$ cat config.mk
export PLATFORM = sky130hd
export DESIGN_NAME = mmio_timer
export DESIGN_NICKNAME = d
export VERILOG_FILES = /design/src/rtl/mmio_timer_pkg.sv /design/src/rtl/mmio_timer.sv
export SDC_FILE = /design/constraint.sdc
export NUM_CORES = 1
export LEC_CHECK = 0
export ABC_AREA = 1
export CORE_MARGIN = 8
export CORE_UTILIZATION = 53
export DETAILED_ROUTE_END_ITERATION = 8
export PLACE_DENSITY = 0.84
export SLEW_MARGIN = 20
export SYNTH_ARGS = -nofsm -noshare
export SYNTH_HDL_FRONTEND = slang
export SYNTH_SLANG_ARGS = --single-unit
$ cat constraint.sdc
create_clock -name clk -period 2.7 [get_ports clk]
set_input_delay 0.54 -clock clk [delete_from_list [all_inputs] [get_ports clk]]
set_output_delay 0.54 -clock clk [all_outputs]
set_load 0.005 [all_outputs]
$ cat src/rtl/mmio_timer_pkg.sv
// Shared definitions for the memory-mapped countdown timer: register offsets,
// CTRL field positions, MODE encodings and the FSM state encoding.
package mmio_timer_pkg;

    localparam logic [1:0] OFF_CTRL   = 2'd0;
    localparam logic [1:0] OFF_PRESET = 2'd1;
    localparam logic [1:0] OFF_COUNT  = 2'd2;
    localparam logic [1:0] OFF_RSVD   = 2'd3;

    localparam int CTRL_EN      = 0;
    localparam int CTRL_MODE_LO = 1;
    localparam int CTRL_MODE_HI = 2;
    localparam int CTRL_IM      = 3;

    localparam logic [1:0] MODE_ONESHOT = 2'b00;
    localparam logic [1:0] MODE_RELOAD  = 2'b01;

    typedef enum logic [1:0] {
        ST_IDLE = 2'd0,
        ST_LOAD = 2'd1,
        ST_CNT  = 2'd2,
        ST_INT  = 2'd3
    } timer_state_t;

    // Byte-lane merge of a bus write over an existing register value.
    function automatic logic [31:0] merge_bytes(input logic [31:0] old_val,
                                                input logic [31:0] new_val,
                                                input logic [3:0]  be);
        logic [31:0] res;
        res = old_val;
        for (int i = 0; i < 4; i++) begin
            if (be[i]) res[8*i +: 8] = new_val[8*i +: 8];
        end
        return res;
    endfunction

endpackage

$ cat src/rtl/mmio_timer.sv
// Memory-mapped countdown timer with one-shot / auto-reload modes and a
// maskable, registered interrupt request.
module mmio_timer
    import mmio_timer_pkg::*;
#(
    parameter logic [31:0] BASE_ADDR = 32'h00007F00
) (
    input  logic        clk,
    input  logic        reset,
    input  logic [31:0] addr,
    input  logic        we,
    input  logic [3:0]  byteen,
    input  logic [31:0] wdata,
    output logic [31:0] rdata,
    output logic        hit,
    output logic        irq
);

    // Bus protocol: there is no handshake. A write is accepted on the posedge
    // where we & hit; a read is a pure combinational function of addr and the
    // current register contents, so rdata is valid in the same cycle.

    logic [3:0]   ctrl, ctrl_next;
    logic [31:0]  preset, count, count_next;
    logic         irq_flag, irq_flag_next;
    timer_state_t state, state_next;

    logic [1:0]   offset;
    logic         wr_ctrl, wr_preset;
    logic [31:0]  preset_wr_val, preset_eff;
    logic         en, auto_reload;
    logic         fsm_clr_en, flag_set, flag_clr_fsm;

    assign hit    = (addr[31:4] == BASE_ADDR[31:4]);
    assign offset = addr[3:2];

    assign wr_ctrl   = we & hit & (offset == OFF_CTRL) & byteen[0];
    assign wr_preset = we & hit & (offset == OFF_PRESET);

    assign preset_wr_val = merge_bytes(preset, wdata, byteen);
    // A PRESET write in the LOAD cycle is loaded straight into COUNT.
    assign preset_eff    = wr_preset ? preset_wr_val : preset;

    assign en          = ctrl[CTRL_EN];
    assign auto_reload = (ctrl[CTRL_MODE_HI:CTRL_MODE_LO] == MODE_RELOAD);

    always_comb begin
        state_next   = state;
        count_next   = count;
        fsm_clr_en   = 1'b0;
        flag_set     = 1'b0;
        flag_clr_fsm = 1'b0;
        case (state)
            ST_IDLE: if (en) state_next = ST_LOAD;
            ST_LOAD: begin
                count_next = preset_eff;
                state_next = ST_CNT;
            end
            ST_CNT: begin
                if (!en) begin
                    state_next = ST_IDLE;
                end else if (count == 32'd0) begin
                    state_next = ST_INT;
                    flag_set   = 1'b1;
                end else begin
                    count_next = count - 32'd1;
                end
            end
            ST_INT: begin
                if (auto_reload) begin
                    state_next   = ST_LOAD;
                    flag_clr_fsm = 1'b1;
                end else begin
                    state_next = ST_IDLE;
                    fsm_clr_en = 1'b1;
                end
            end
            default: state_next = ST_IDLE;
        endcase
    end

    // Bus writes take precedence over the FSM for both EN and the irq flag.
    always_comb begin
        ctrl_next = ctrl;
        if (fsm_clr_en) ctrl_next[CTRL_EN] = 1'b0;
        if (wr_ctrl)    ctrl_next = wdata[3:0];
    end

    always_comb begin
        irq_flag_next = irq_flag;
        if (wr_ctrl || flag_clr_fsm) irq_flag_next = 1'b0;
        else if (flag_set)           irq_flag_next = 1'b1;
    end

    always_ff @(posedge clk or posedge reset) begin
        if (reset) begin
            state    <= ST_IDLE;
            ctrl     <= 4'd0;
            preset   <= 32'd0;
            count    <= 32'd0;
            irq_flag <= 1'b0;
        end else begin
            state    <= state_next;
            ctrl     <= ctrl_next;
            count    <= count_next;
            irq_flag <= irq_flag_next;
            if (wr_preset) preset <= preset_wr_val;
        end
    end

    assign irq = irq_flag & ctrl[CTRL_IM];

    always_comb begin
        rdata = 32'd0;
        if (hit) begin
            case (offset)
                OFF_CTRL:   rdata = {28'd0, ctrl};
                OFF_PRESET: rdata = preset;
                OFF_COUNT:  rdata = count;
                OFF_RSVD:   rdata = 32'd0;
                default:    rdata = 32'd0;
            endcase
        end
    end

endmodule

==> impl_metrics.env <==
export IMPL_outcome="completed"
export IMPL_worst_pin_slew_ns=0.519
export IMPL_end_kind="output pin"
export IMPL_crit_type="input port to output pin"
export IMPL_cts_sinks=71
export IMPL_path_clk_slew_ns=0.07
export IMPL_r2r_start="count[1]$_DFFE_PP0P_"
export IMPL_die_h_um=114
export IMPL_routed_wl_um=16300
export IMPL_seq_area_frac_synth_pct=34.6
export IMPL_hp_start="preset[3]$_DFF_PP0_"
export IMPL_drt_antenna_violating_nets=0
export IMPL_crit_path_max_fanout=8
export IMPL_io_buffers=102
export IMPL_routed_top_layer="met4"
export IMPL_worstPathArrival_ns=2.07
export IMPL_hold_path_class="flip-flop to flip-flop"
export IMPL_synth_cell_types=34
export IMPL_synth_area_per_cell_um2=6.66
export IMPL_hold_viol_final=0
export IMPL_wl_per_cell_um=16.1
export IMPL_synth_top_area_cell="dfrtp_1"
export IMPL_grt_pass1_vias=5548
export IMPL_seqPwrFrac_pct=50.8
export IMPL_cts_root_buf="clkbuf_8"
export IMPL_ys_async_sr_fraction_pct=100
export IMPL_grt_max_degree=72
export IMPL_nets=949
export IMPL_fin_util_pct=70.0
export IMPL_slew_viol_final=0
export IMPL_wl_met2_um=8040
export IMPL_yosys_cell_count_top_type="nand2_1"
export IMPL_synth_area_leaders="dfrtp_1 35%, nand2_1 18%, nand3_1 12%, mux2_2 6.1%, nor2_1 5.3%"
export IMPL_final_layout_size_suffix_gt1_share_pct=18.1
export IMPL_synth_edf_count=0
export IMPL_syn_cell_area_mm2=0.00513
export IMPL_drc=0
export IMPL_synth_cells=770
export IMPL_peakVddDrop_uv=228
export IMPL_area_delta_synth_final_pct=30.9
export IMPL_vias=5725
export IMPL_timing_rr_end="count[5]$_DFFE_PP0P_"
export IMPL_n_antenna_cell=0
export IMPL_drv_cap=0
export IMPL_die_area_mm2=0.0131
export IMPL_crit_path_start_kind="input port"
export IMPL_ys_top_cells_by_count="243 x nand2_1, 125 x nand3_1, 73 x nor2_1, 71 x dfrtp_1, 48 x inv_1"
export IMPL_ys_warn_count=0
export IMPL_clk_path_buf_depth=2
export IMPL_finalClockSkew_ns=0.00694
export IMPL_crit_cells=11
export IMPL_n_fill_cell=823
export IMPL_placed_cells=990
export IMPL_grt_antenna_before_repair=0
export IMPL_rows=36
export IMPL_p_int_uw=1570
export IMPL_clkPwrFrac_pct=36.6
export IMPL_cts_buffers=9
export IMPL_p_per_area_mw_per_mm2=311
export IMPL_relSlewSlack_pct=65.3
export IMPL_wl_met1_um=6790
export IMPL_h_tree_depth=3
export IMPL_grt_pass1_wl_um=26500
export IMPL_cts_tree="done"
export IMPL_crit_family="buffers and inverters"
export IMPL_drtIter0Drc=542
export IMPL_yosysTopAreaCellShare_pct=34.6
export IMPL_max_freq_ghz=0.382
export IMPL_ys_flop_type="dfrtp_1"
export IMPL_coreArea_mm2=0.00959
export IMPL_worstHoldPathCells=2
export IMPL_die_w_um=114
export IMPL_dr_wl_met3_um=1170
export IMPL_start_util_pct=53.5
export IMPL_ys_ff_latch=71
export IMPL_swShare_pct=24.7
export IMPL_reg2reg_depth=11
export IMPL_p_leak_uw=0.00326
export IMPL_first_pass_iters=5
export IMPL_crit_path_start="addr[24]"
export IMPL_grt_use_total_pct=25.0
export IMPL_switchingPower_uw=517
export IMPL_comb_power_share_pct=12.6
export IMPL_viasPerCell=5.65
export IMPL_critPathRequiredTime_ns=2.16
export IMPL_clk_latency_ns=0.36
export IMPL_path_cells="dlygate4sd2_1, nor2_2, nand4_1, or2_1, nor2_4, buf_6, inv_4, buf_8, buf_16, a21oi_1, buf_2"
export IMPL_critPathSlowestCell="or2_1"
export IMPL_grt_overflow_total=0
export IMPL_min_period_ns=2.61
export IMPL_place_congestion=0.912
export IMPL_critPathMaxStageDelay_ns=0.26
export IMPL_hpwl_um=11200
export IMPL_setup_violations=0
export IMPL_syn_nets=842
export IMPL_period_share_pct=96.8
export IMPL_cp_num_buf_inv=6
export IMPL_r2r_slack_ns=0.66
export IMPL_instances_no_fill=1013
export IMPL_num_io_pins=105
export IMPL_endpoint="rdata[28]"
stage by stage:
stage / instance area (µm²) / setup TNS, ns / hold slack [ns] / setup slack, ns / total power, µW
2_1_floorplan: 5130 / 0 / 0.449 / 0.363 / 1190
3_3_place_gp: 6380 / -9.69 / 0.465 / -0.375 / 1340
3_5_place_dp: 6380 / -10.71 / 0.473 / -0.380 / 1340
4_1_cts: 6610 / -0.175 / 0.503 / -0.0245 / 2090
5_1_grt: 6720 / -0.197 / 0.534 / -0.0267 / 2160
6_report: 6720 / 0 / 0.506 / 0.0852 / 2090
registers in the layout (all words and copies together) (netlist names):
signal    cells
preset       32
ctrl          4
state         2
count        32
irq_flag      1
worst min-delay path by stage:
stage	endpoint	slack [ns]
2_1_floorplan	count[1]$_DFFE_PP0P_	0.45
3_3_place_gp	count[1]$_DFFE_PP0P_	0.47
3_5_place_dp	count[1]$_DFFE_PP0P_	0.47
4_1_cts	count[1]$_DFFE_PP0P_	0.50
5_1_grt	preset[0]$_DFF_PP0_	0.53
6_report	preset[3]$_DFF_PP0_	0.51
layout make-up:
cell class,instances,area [µm²],share of cell area [%]
Multi-Input combinational cell,609,3100,46.1
Sequential cell,71,1780,26.5
Timing Repair Buffer,138,1330,19.8
Inverter,48,183,2.72
Tap cell,133,166,2.48
Clock buffer,13,159,2.37
Clock inverter,1,5.00,0.0745
routing by layer:
metal,GRT usage [%],vias to the layer above
met5,0,-
met4,9.49,0
met3,4.91,28
met2,41.5,242
met1,31.3,2678
li1,-,2777
kinds of logic after synthesis:
| family | synth area share [%] |
|---|---|
| flops | 34.6 |
| mux | 6.15 |
| simple gates | 44.2 |
| fa+ha+maj | 0.244 |
| compound gates | 7.22 |
| buf+inv | 7.22 |
| xor+xnor | 0.342 |
power groups by stage:
stage               clock [µW]  sequential (µW)  combinational (µW)
finish                     766             1060                 263
CTS                        772             1060                 258
global placement             0             1080                 252
floorplan                    0             1080                 109
detailed placement           0             1080                 257
global route               818             1060                 284
worst register-to-register path, delay by kind of cell (launching register included):
family / cells / cell delay (ns)
AO/OA/AOI/OAI: 1 / 0.15
adder cells (fa/ha/maj): 1 / 0.29
buffers and inverters: 2 / 0.37
flip-flops: 1 / 0.40
AND/OR/NAND/NOR: 7 / 0.76
cells in the final DEF, fill, tap and decap left out, types with 2 or more instances in the layout:
| cell type | n |
|---|---|
| o22ai_1 | 3 |
| nand4_1 | 36 |
| a21oi_2 | 13 |
| or2_2 | 8 |
| dfrtp_1 | 71 |
| nor2_1 | 62 |
| dlygate4sd2_1 | 13 |
| nor2_4 | 4 |
| dlymetal6s2s_1 | 13 |
| buf_16 | 2 |
| nand2_1 | 243 |
| clkdlybuf4s15_2 | 12 |
| nand2_2 | 2 |
| buf_2 | 19 |
| mux2_2 | 28 |
| nor2_2 | 15 |
| inv_2 | 2 |
| clkbuf_8 | 11 |
| a21oi_1 | 22 |
| o21ai_0 | 26 |
| nand3_1 | 124 |
| clkbuf_1 | 2 |
| clkdlybuf4s50_1 | 45 |
| buf_12 | 4 |
| nor3_1 | 3 |
| xor2_1 | 2 |
| nand3b_1 | 3 |
| inv_1 | 45 |
| buf_4 | 28 |
what timing repair did:
action,4_1_cts,5_1_grt
endpoints found under the setup margin,33,33
hold buffers,0,0
resized for setup,149,28
cloned,2,0
setup buffers,5,2
pin swaps,9,10
Power figures use the tool's default switching activity.
